## src/rtl/pattern_hist_engine.sv

```systemverilog
// Pattern histogram engine: reads a 4-bit pattern, scans COUNT bytes of data memory,
// counts how many 4-bit windows of each byte match the pattern and writes a five-bin
// histogram (bins 1..5 by match count) back to memory.
module pattern_hist_engine #(
  parameter int unsigned BASE_ADDR = 32,
  parameter int unsigned COUNT     = 64,
  parameter int unsigned PAT_ADDR  = 9,
  parameter int unsigned OUT_ADDR  = 10
) (
  input  logic       CLK,
  input  logic       Reset,
  input  logic       start,
  output logic       halt,
  output logic [7:0] mem_addr,
  input  logic [7:0] mem_rd_data,
  output logic       mem_wr_en,
  output logic [7:0] mem_wr_data
);

  localparam logic [7:0] BaseA   = 8'(BASE_ADDR);
  localparam logic [7:0] LastIdx = 8'(COUNT - 1);
  localparam logic [7:0] PatA    = 8'(PAT_ADDR);
  localparam logic [7:0] OutA    = 8'(OUT_ADDR);

  typedef enum logic [2:0] {
    StIdle, StReadPat, StScan, StDrain, StWrite, StDone
  } state_e;

  state_e      state_q;
  logic [7:0]  idx_q;
  logic [2:0]  wr_k_q;
  logic [3:0]  pat_q;
  logic [7:0]  bins_q [5];
  logic [7:0]  bins_d [5];
  logic [2:0]  match_cnt;
  logic        classify;

  // Count matching windows of the returned byte and form the updated bins.
  always_comb begin
    match_cnt = 3'd0;
    for (int s = 0; s < 5; s++) begin
      if (mem_rd_data[s +: 4] == pat_q) match_cnt = match_cnt + 3'd1;
    end
    // Scan cycle 0 returns the pattern byte, not data.
    classify = ((state_q == StScan) && (idx_q != 8'd0)) || (state_q == StDrain);
    for (int j = 0; j < 5; j++) begin
      bins_d[j] = bins_q[j] + ((classify && (match_cnt == 3'(j + 1))) ? 8'd1 : 8'd0);
    end
  end

  // Control FSM with registered memory-side outputs.
  always_ff @(posedge CLK) begin
    if (Reset) begin
      state_q     <= StIdle;
      idx_q       <= 8'd0;
      wr_k_q      <= 3'd0;
      pat_q       <= 4'd0;
      halt        <= 1'b0;
      mem_addr    <= 8'd0;
      mem_wr_en   <= 1'b0;
      mem_wr_data <= 8'd0;
      for (int j = 0; j < 5; j++) bins_q[j] <= 8'd0;
    end else begin
      case (state_q)
        StIdle, StDone: begin
          if (start) begin
            state_q   <= StReadPat;
            halt      <= 1'b0;
            mem_addr  <= PatA;
            mem_wr_en <= 1'b0;
            idx_q     <= 8'd0;
            for (int j = 0; j < 5; j++) bins_q[j] <= 8'd0;
          end
        end
        StReadPat: begin
          state_q  <= StScan;
          mem_addr <= BaseA;
          idx_q    <= 8'd0;
        end
        StScan: begin
          for (int j = 0; j < 5; j++) bins_q[j] <= bins_d[j];
          if (idx_q == 8'd0) pat_q <= mem_rd_data[3:0];
          if (idx_q == LastIdx) begin
            state_q <= StDrain;
          end else begin
            idx_q    <= idx_q + 8'd1;
            mem_addr <= BaseA + idx_q + 8'd1;
          end
        end
        StDrain: begin
          // First write carries bin 1 including the last byte's contribution.
          for (int j = 0; j < 5; j++) bins_q[j] <= bins_d[j];
          state_q     <= StWrite;
          wr_k_q      <= 3'd0;
          mem_wr_en   <= 1'b1;
          mem_addr    <= OutA;
          mem_wr_data <= bins_d[0];
        end
        StWrite: begin
          if (wr_k_q == 3'd4) begin
            state_q   <= StDone;
            halt      <= 1'b1;
            mem_wr_en <= 1'b0;
          end else begin
            wr_k_q      <= wr_k_q + 3'd1;
            mem_addr    <= OutA + {5'd0, wr_k_q} + 8'd1;
            mem_wr_data <= bins_q[wr_k_q + 3'd1];
          end
        end
        default: state_q <= StIdle;
      endcase
    end
  end

endmodule
```

## config.mk

```make
export PLATFORM = sky130hd
export DESIGN_NAME = pattern_hist_engine
export DESIGN_NICKNAME = d
export VERILOG_FILES = /design/src/rtl/pattern_hist_engine.sv
export SDC_FILE = /design/constraint.sdc
export NUM_CORES = 1
export LEC_CHECK = 0
export ABC_AREA = 1
export CORE_ASPECT_RATIO = 0.9
export CORE_MARGIN = 2
export CORE_UTILIZATION = 65
export DETAILED_ROUTE_END_ITERATION = 7
export DONT_BUFFER_PORTS = 1
export PLACE_DENSITY = 0.89
export SETUP_SLACK_MARGIN = 0.05
export SYNTH_ARGS = -nofsm -noshare
export SYNTH_HDL_FRONTEND = slang
export SYNTH_SLANG_ARGS = --single-unit
```

## constraint.sdc

```tcl
create_clock -name CLK -period 7.4 [get_ports CLK]
set_input_delay 1.48 -clock CLK [delete_from_list [all_inputs] [get_ports CLK]]
set_output_delay 1.48 -clock CLK [all_outputs]
set_load 0.03 [all_outputs]
```

# After elaboration in Yosys (flattened, before gate mapping)
# Memory sizes are Yosys's and may differ from the RTL's.
# Cells that the tools add are included.
# op_classes
addsub	15
bitwise_logic	15
n_reduce_logical	23
eq_ne	22
mux	57
# ops
op	count
$mux W8	21
$add A8 B1 Y8	5
$pmux W8 S5	1
$mux W3	8
$pmux W8 S3	1
$mux W1	21
$eq A4 B4 Y1	5
$add A8 B1 Y8 const B	2
$pmux W8 S2	1
$add A3 B1 Y3 const B	5
$eq A3 B3 Y1 const B	5
$or A1 B1 Y1	15
$pmux W3 S5	1
$eq A3 B2 Y1 const B	4
$reduce_and A3 Y1	4
$add A6 B8 Y8 const A	1
$eq A8 B6 Y1 const B	1
$logic_not A8 Y1	1
$ne A2 B2 Y1 const B	4
$reduce_bool A8 Y1	1
$add A5 B1 Y6 const B	1
$eq A3 B1 Y1 const B	2
$logic_and A1 B1 Y1	6
$pmux W3 S2	1
12 further kinds	15
# word_totals
in_bits	11
ram_bits	40
output_inout_bits	18
ff_bits	36
mem_count	1
elab_cells	141
# mem_list
name	depth	word_bits	read_ports	rd_ports_with_merged_regs	wr	line_no	rtl
bins_q	5	8	6	0	5	33	logic [7:0] bins_q [5];

# Longest topological paths before layout
# Gate-level depths: netlist of run 1.
# logic_depth
ltp_word	16
ltp_mapped	29
mapped_depth_nobuf	28

# Least setup slack after synthesis of run 1
# No wires, ideal clock.
# synth_timing
path_type	input-to-reg
start	input mem_rd_data[0]
end	register mem_wr_data[6]
setup_time_ns	0.056
n_path_buf	0
arrival_ns	4.901
required_ns	7.344
path_stages	24
path_slack_ns	2.443
path_cell_list	or2_2 > a21oi_1 > and3_1 > inv_1 > ha_1 > inv_1 > nand3_2 > nand2_1 > ha_1 > nand2_1 > nand2_1 > ha_1 > or2_2 > nand2_4 > nand2_2 > nor2_1 > ha_1 > ha_1 > nand3_1 > nor3_1 > xor2_1 > nand2_1 > a31o_1 > inv_1
# synth_between
elab_chain_len	15
# synth_lines
item	line_no	rtl
start: declaration	15	input logic [7:0] mem_rd_data,
$eq A4 B4 Y1 (*)	42	if (mem_rd_data[s +: 4] == pat_q) match_cnt = match_cnt + 3'd1;
$mux W1 (*)	42	
$add A3 B1 Y3	42	
$mux W3 (*)	42	
$add A3 B1 Y3	42	
$mux W3 (*)	42	
$add A3 B1 Y3	42	
$mux W3 (*)	42	
$add A3 B1 Y3	42	
$mux W3 (*)	42	
$eq A3 B1 Y1 (*)	47	bins_d[j] = bins_q[j] + ((classify && (match_cnt == 3'(j + 1))) ? 8'd1 : 8'd0);
$logic_and A1 B1 Y1 (*)	47	
$mux W1 (*)	47	
$add A8 B1 Y8 (*)	47	
$pmux W8 S2 (*)	64	case (state_q)
end signal: assignment	97	mem_wr_data <= bins_d[0];
end signal: assignment	107	mem_wr_data <= bins_q[wr_k_q + 3'd1];
end: declaration	17	output logic [7:0] mem_wr_data
# Mark *: on every way between the ends. The rest lies on a longest branch, timed or not.
# A chain may end at the register's enable or synchronous reset.

# Final worst setup path of run 1
# layout_timing
start	input mem_rd_data[1]
end	register mem_wr_data[6]
# layout_between
elab_chain_len	15
word_cells_on_any_way	16
cone_classes	5 x add/sub; 3 x eq/ne; 7 x mux; 1 x reduce/logical
# layout_lines
item	line_no
$eq A4 B4 Y1	42
$mux W1	42
$add A3 B1 Y3	42
$mux W3 (*)	42
$add A3 B1 Y3	42
$mux W3 (*)	42
$add A3 B1 Y3	42
$mux W3 (*)	42
$add A3 B1 Y3	42
$mux W3 (*)	42
$eq A3 B1 Y1 (*)	47
$logic_and A1 B1 Y1 (*)	47
$mux W1 (*)	47
$add A8 B1 Y8 (*)	47
$pmux W8 S2 (*)	64
# Marked as above.

==> metrics.cfg, run 1 <==
[finish]
areaGrowthSynthToFinish_pct = 4.46
n_antenna_cell = 0
drive_above_1_share_pct = 11.5
nets = 641

[status]
outcome = finished clean

[pwr]
p_leak_nw = 2.17
ir_drop_uv = 169
pwr_density_cell_nw_per_um2 = 352

[drt]
drc_errors = 0
routedWlPerCell_um = 14.8
vias = 4121
drt_first_pass_iters = 5
drt_iter0_markers = 288
ant_nets = 0
vias_per_cell = 5.82
postRouteWirelength_um = 10500

[global_routing]
grt_pass1_vias = 3803
antenna_found_initial = 0
grt_start_max_net_pins = 41
overflow = 0
grt.total_usage_pct = 27.2
grt_pass1_wl_um = 17600

[clock_tree]
cts_resized = 0
clock_latency_ns = 0.36
cts_root_buf = clkbuf_8
htreeDepth = 3
tritoncts = done
cts_buffers = 9
cts.clk_slew.worst_paths_ns = 0.08
clkSinkCount = 76
cts_hold_buf = 0
post_cts_buffers = 0
clk_path_buf_depth = 2

[die]
ios = 29
initial_core_util_pct = 67.9
die_height_um = 86.0
design.core.area_sq_um = 7150
rows = 29
fp.dieW_um = 95.1
die_area_sq_um = 8170

[logic_synthesis]
synth_edf_count = 40
syn_inst = 621
syn_area_sq_um = 4850
synth_top_family_by_area = simple AND/OR/NAND/NOR gates
synth_most_common_cell = nand2_1
synthTopCellsByCount = 100 x nand2_1, 76 x nor2_1, 67 x inv_1, 44 x a21oi_1
synth_compound_area_share_pct = 12.8
synth_seq_cells = 76
synth_xor_area_share_pct = 5.96
syn_avg_cell_area_sq_um = 7.81
synthFlopType = edfxtp_1
synthAdderAreaFrac_pct = 5.16
synth_cell_types = 44
synthesis.nets = 652
yosys.area.top_type = edfxtp_1
yosys_warnings = 0
seq_area_frac_synth_pct = 39.6
synth_top_area_share_pct = 24.8
synth_simple_gate_area_share_pct = 27.1
synth_mux_area_share_pct = 0
ys_async_sr_fraction_pct = 0
synth.area.top_cells = edfxtp_1 25%, dfxtp_1 15%, nand2_1 7.7%

[timing]
timing.hold.ws_ns = 0.520
timing.final.crit_share_pct = 66.5
timing.fmax_mhz = 203
worst_clock_skew_ns = 0.0107
layout_min_cycle_time_ns = 4.92
tns_ns = 0
worst_pin_slew_ns = 1.08
report.final.slew_viol_count = 0
hold_viol_final = 0
rsz0062_at_grt = false
slew_headroom_pct = 28.2
setup_viol = 0

[setup_path]
end_kind = flop
critPathBufInv = 3
crit_fanout = 4
slowest_delay_ns = 0.34
cpMostUsedCell = ha_1
crit_type = in -> reg
start_kind = primary input
cp_data_required_time_ns = 7.71
crit_arrival_ns = 5.23
cp_top_family = simple AND/OR/NAND/NOR gates
path_cells = or2_2 -> a21oi_1 -> and3_1 -> inv_1 -> ha_1 -> inv_1 -> nand3_2 -> nand2_1 -> ha_1 -> nand2_1 -> nand2_1 -> ha_1 -> or2_2 -> nand2_4 -> nand2_2 -> nor2_1 -> ha_1 -> ha_1 -> nand3_1 -> nor3_1 -> xor2_1 -> nand2_1 -> a31o_1 -> inv_1
slowest_stage = ha_1

[place]
dp_hpwl_um = 7300
portBuffers = 0
gp_congestion = 0.846

[job]
cap_violations = 0

[hold_path]
min_path_type = reg -> reg

[stage by stage]
stage	utilization, %	std cells	power [mW]	setup WS (ns)	cell area [sq um]
floorplan	-	621	1.28	2.44	4850
global placement	67.8	692	1.38	2.30	4850
detailed placement	67.8	692	1.41	2.13	4850
CTS	70.9	708	1.77	2.51	5070
global route	70.9	708	1.91	2.14	5070
finish	70.9	708	1.78	2.48	5070
[worst paths after layout]
| kind | slack [ns] | depth (start not counted) | end | from |
|---|---|---|---|---|
| worst max-delay path | 2.48 | 24 | mem_wr_data[6] | mem_rd_data[1] |
| worst min-delay path | 0.52 | 2 | wr_k_q[1] | wr_k_q[1] |
| worst max register to register | 3.10 | 24 | mem_wr_data[6] | pat_q[0] |
| worst min register to register | 0.52 | 2 | wr_k_q[1] | wr_k_q[1] |
[registers in the layout, summed over array words and instances, names as in the netlist]
name         cells
bins_q          40
idx_q            8
mem_addr         8
mem_wr_data      8
pat_q            4
state_q          3
wr_k_q           3
halt             1
mem_wr_en        1
[layout make-up]
class                      count  area, sq um
fill                         504         2080
timing repair buffer           1         7.51
sequential                    76         1920
multi-input combinational    439         2480
clock buffer                   9          124
tap                           93          116
inverter                      83          317
clock inverter                 7         97.6
[routing by layer]
metal  vias to the layer above  wire length (um)  GRT usage (%)  part of all wire [%]
met3                        19               598           6.50                   5.7
met1                      1932              4690           37.3                    45
met4                         0               180           8.04                   1.7
li1                       2025                 -              -                     -
met2                       145              5020           43.0                    48
met5                         -                 0              0                     0
[kinds of logic after synthesis]
| family | count (synthesis) |
|---|---|
| compound gates | 111 |
| xor+xnor | 33 |
| fa+ha+maj | 20 |
| buf+inv | 106 |
| flops | 76 |
| simple gates | 275 |
[power by group]
group	switching [mW]	total (mW)	internal (mW)	leakage, nW
registers	0.195	0.799	0.605	0.730
clock network	0.167	0.360	0.193	0.116
logic	0.419	0.623	0.204	1.32
[layout by cell type, fill, tap and decap left out, types with 9 or more instances in the layout]
cell      Yosys  layout
nand2_1     100     100
nor2_1       76      76
inv_1        67      67
a21oi_1      44      44
edfxtp_1     40      40
nand3_1      40      39
dfxtp_1      36      36
o21ai_0      33      33
xor2_1       20      20
ha_1         20      20
nand2_2      15      15
inv_2        14      14
xnor2_1      13      13
clkbuf_8      0       9
[worst register-to-register path, cell delays in order (launching register included)]
cell and delay, ns:
dfxtp_1 0.42, or2_2 0.34, a21oi_1 0.14, and3_1 0.20
inv_1 0.06, ha_1 0.34, inv_1 0.09, nand3_2 0.09
nand2_1 0.07, ha_1 0.28, nand2_1 0.10, nand2_1 0.07
ha_1 0.27, or2_2 0.32, nand2_4 0.10, nand2_2 0.06
nor2_1 0.10, ha_1 0.18, ha_1 0.19, nand3_1 0.12
nor3_1 0.20, xor2_1 0.20, nand2_1 0.07, a31o_1 0.21
inv_1 0.05
(Power assumes the default switching activity.)
==> run 2: changes to the inputs <==
ABC_AREA = 0   (was 1)
CORE_UTILIZATION = 64   (was 65)
PLACE_DENSITY = 0.88   (was 0.89)
clock period = 4.85 ns   (was 7.4 ns; I/O delays follow)
==> run 2 against run 1 <==
Against the previous run:
- clock power grew 46%
- final area is 2.8% lower
- total power decreased by 18%
- critical path type unchanged
==> metrics.cfg, run 2 <==
[drt]
vias = 3632
drc_errors = 0
ant_nets = 0
drt_first_pass_iters = 5
vias_per_cell = 6.37
postRouteWirelength_um = 10300
drt_iter0_markers = 333
routedWlPerCell_um = 18.1

[place]
place_area_sq_um = 4720
dp_hpwl_um = 7080
place_inst = 554
portBuffers = 0
gp_congestion = 0.892

[timing]
timing.fmax_mhz = 237
tns_ns = 0
worst_pin_slew_ns = 1.16
hold_viol_final = 0
timing.final.crit_share_pct = 87.1
slew_headroom_pct = 22.4
setup_viol = 0
worst_clock_skew_ns = 0.00881
rsz0062_at_grt = false
layout_min_cycle_time_ns = 4.23
report.final.slew_viol_count = 0

[setup_path]
slowest_stage = nor4b_1
r2r_start = pat_q[3]
path_cells = xnor2_1 -> nand4_1 -> inv_1 -> ha_1 -> inv_1 -> o41ai_1 -> a21boi_0 -> ha_1 -> nand2_1 -> nand2_1 -> ha_1 -> nor2b_1 -> a21oi_1 -> nor4b_1 -> ha_1 -> and3_1 -> nand3_1 -> or3_1 -> xnor2_1 -> nor2_1
crit_fanout = 5
cpMostUsedCell = ha_1
crit_type = in -> reg
worstSetupStartpoint = mem_rd_data[3]
end_kind = flop
start_kind = primary input
critPathBufInv = 2
crit_arrival_ns = 4.29
cp_data_required_time_ns = 4.92
slowest_delay_ns = 0.38
cp_top_family = simple AND/OR/NAND/NOR gates

[finish]
final_cell_area_sq_um = 4930
largest_reg_flops = 40
final_common_cell = nor2_1
drive_above_1_share_pct = 6.92
areaGrowthSynthToFinish_pct = 5.01
fin_util_pct = 69.6
final_cells = 570
n_antenna_cell = 0
top_register = bins_q
nets = 503
fillers = 520
mostFrequentLayoutCells = 62 x nor2_1, 40 x edfxtp_1, 36 x dfxtp_1

[global_routing]
grtUsageMet1_pct = 37.1
grt_start_max_net_pins = 41
busiest_layer = met2
antenna_found_initial = 0
use_met3_pct = 8.61
grt.total_usage_pct = 27.1
grt_pass1_vias = 3496
use_met2_pct = 41.0
overflow = 0
grt_pass1_wl_um = 16900

[logic_synthesis]
synthFlopType = edfxtp_1
synth.area.top_cells = edfxtp_1 26%, dfxtp_1 15%, xnor2_1 5.6%
ys_async_sr_fraction_pct = 0
syn_avg_cell_area_sq_um = 9.67
syn_inst = 485
synth_top_area_share_pct = 25.6
synth_edf_count = 40
yosys.area.top_type = edfxtp_1
synth_cell_types = 57
synthTopCellsByCount = 62 x nor2_1, 40 x edfxtp_1, 36 x dfxtp_1, 31 x a21oi_1, 30 x xnor2_1
yosys_warnings = 0
synth_seq_cells = 76
syn_area_sq_um = 4690
synth_most_common_cell = nor2_1
synthesis.nets = 516
seq_area_frac_synth_pct = 41.0

[clock_tree]
cts_root_buf = clkbuf_8
clk_path_buf_depth = 2
post_cts_buffers = 0
clkSinkCount = 76
cts_resized = 0
cts_hold_buf = 0
htreeDepth = 3
cts.clk_slew.worst_paths_ns = 0.07
clock_latency_ns = 0.36
tritoncts = done
cts_buffers = 9

[pwr]
ir_drop_uv = 182
fin_total_pwr_mw = 1.46
p_leak_nw = 1.88
pwr_density_cell_nw_per_um2 = 297

[die]
design.core.area_sq_um = 7080
die_area_sq_um = 8030
ios = 29
die_height_um = 85.2
fp.dieW_um = 94.2
initial_core_util_pct = 66.3
rows = 29

[job]
cap_violations = 0

[hold_path]
min_path_type = reg -> reg
min_from = idx_q[1]

[status]
outcome = finished clean

## run 2: cells by family after synthesis
family,share of synthesized area (%)
buffers and inverters,3.81
DFF,41.0
xor gates and xnor gates,12.4
muxes,5.97
and+or+nand+nor,21.2
adders and majority gates,5.55
AOI/OAI and AO/OA,10.2
## run 2: through the flow
step | setup WS [ns] | hold WS (ns)
after CTS | 0.633 | 0.518
after global routing | 0.368 | 0.555
after detailed placement | 0.292 | 0.509
final | 0.624 | 0.525
after global placement | 0.491 | 0.484
after floorplan | 0.445 | 0.470
## run 2: worst paths after layout
kind / cells past startpoint / to / slack, ns
setup / recovery: 20 / bins_q[4][7] / 0.62
hold / removal: 2 / idx_q[1] / 0.52
setup reg to reg: 18 / bins_q[4][7] / 0.68
hold reg to reg: 2 / idx_q[1] / 0.52
## run 2: layer usage
layer	vias up	part of all wire [%]
li1	1694	-
met4	0	1.7
met5	-	0
met1	1747	43
met3	21	9.0
met2	170	46
## run 2: power breakdown
group | switching, mW | leakage (nW) | total (mW) | internal (mW)
logic | 0.0916 | 1.05 | 0.164 | 0.0726
registers | 0.0571 | 0.735 | 0.774 | 0.717
clock network | 0.238 | 0.101 | 0.525 | 0.288
total | 0.386 | 1.88 | 1.46 | 1.08
## run 2: cell type report
cell class | count | area [sq um] | area share, %
Multi-Input combinational cell | 366 | 2600 | 52.8
Sequential cell | 76 | 1920 | 39.0
Clock buffer | 11 | 131 | 2.67
Tap cell | 93 | 116 | 2.36
Clock inverter | 5 | 76.3 | 1.55
Inverter | 17 | 63.8 | 1.30
Timing Repair Buffer | 2 | 15.0 | 0.305
## run 2: worst register-to-register path, delay by kind of cell (launching register included)
kind,cells,cell delay (ns)
xor+xnor,4,0.88
fa+ha+maj,4,1.03
buf+inv,1,0.12
flops,1,0.54
simple gates,9,1.34
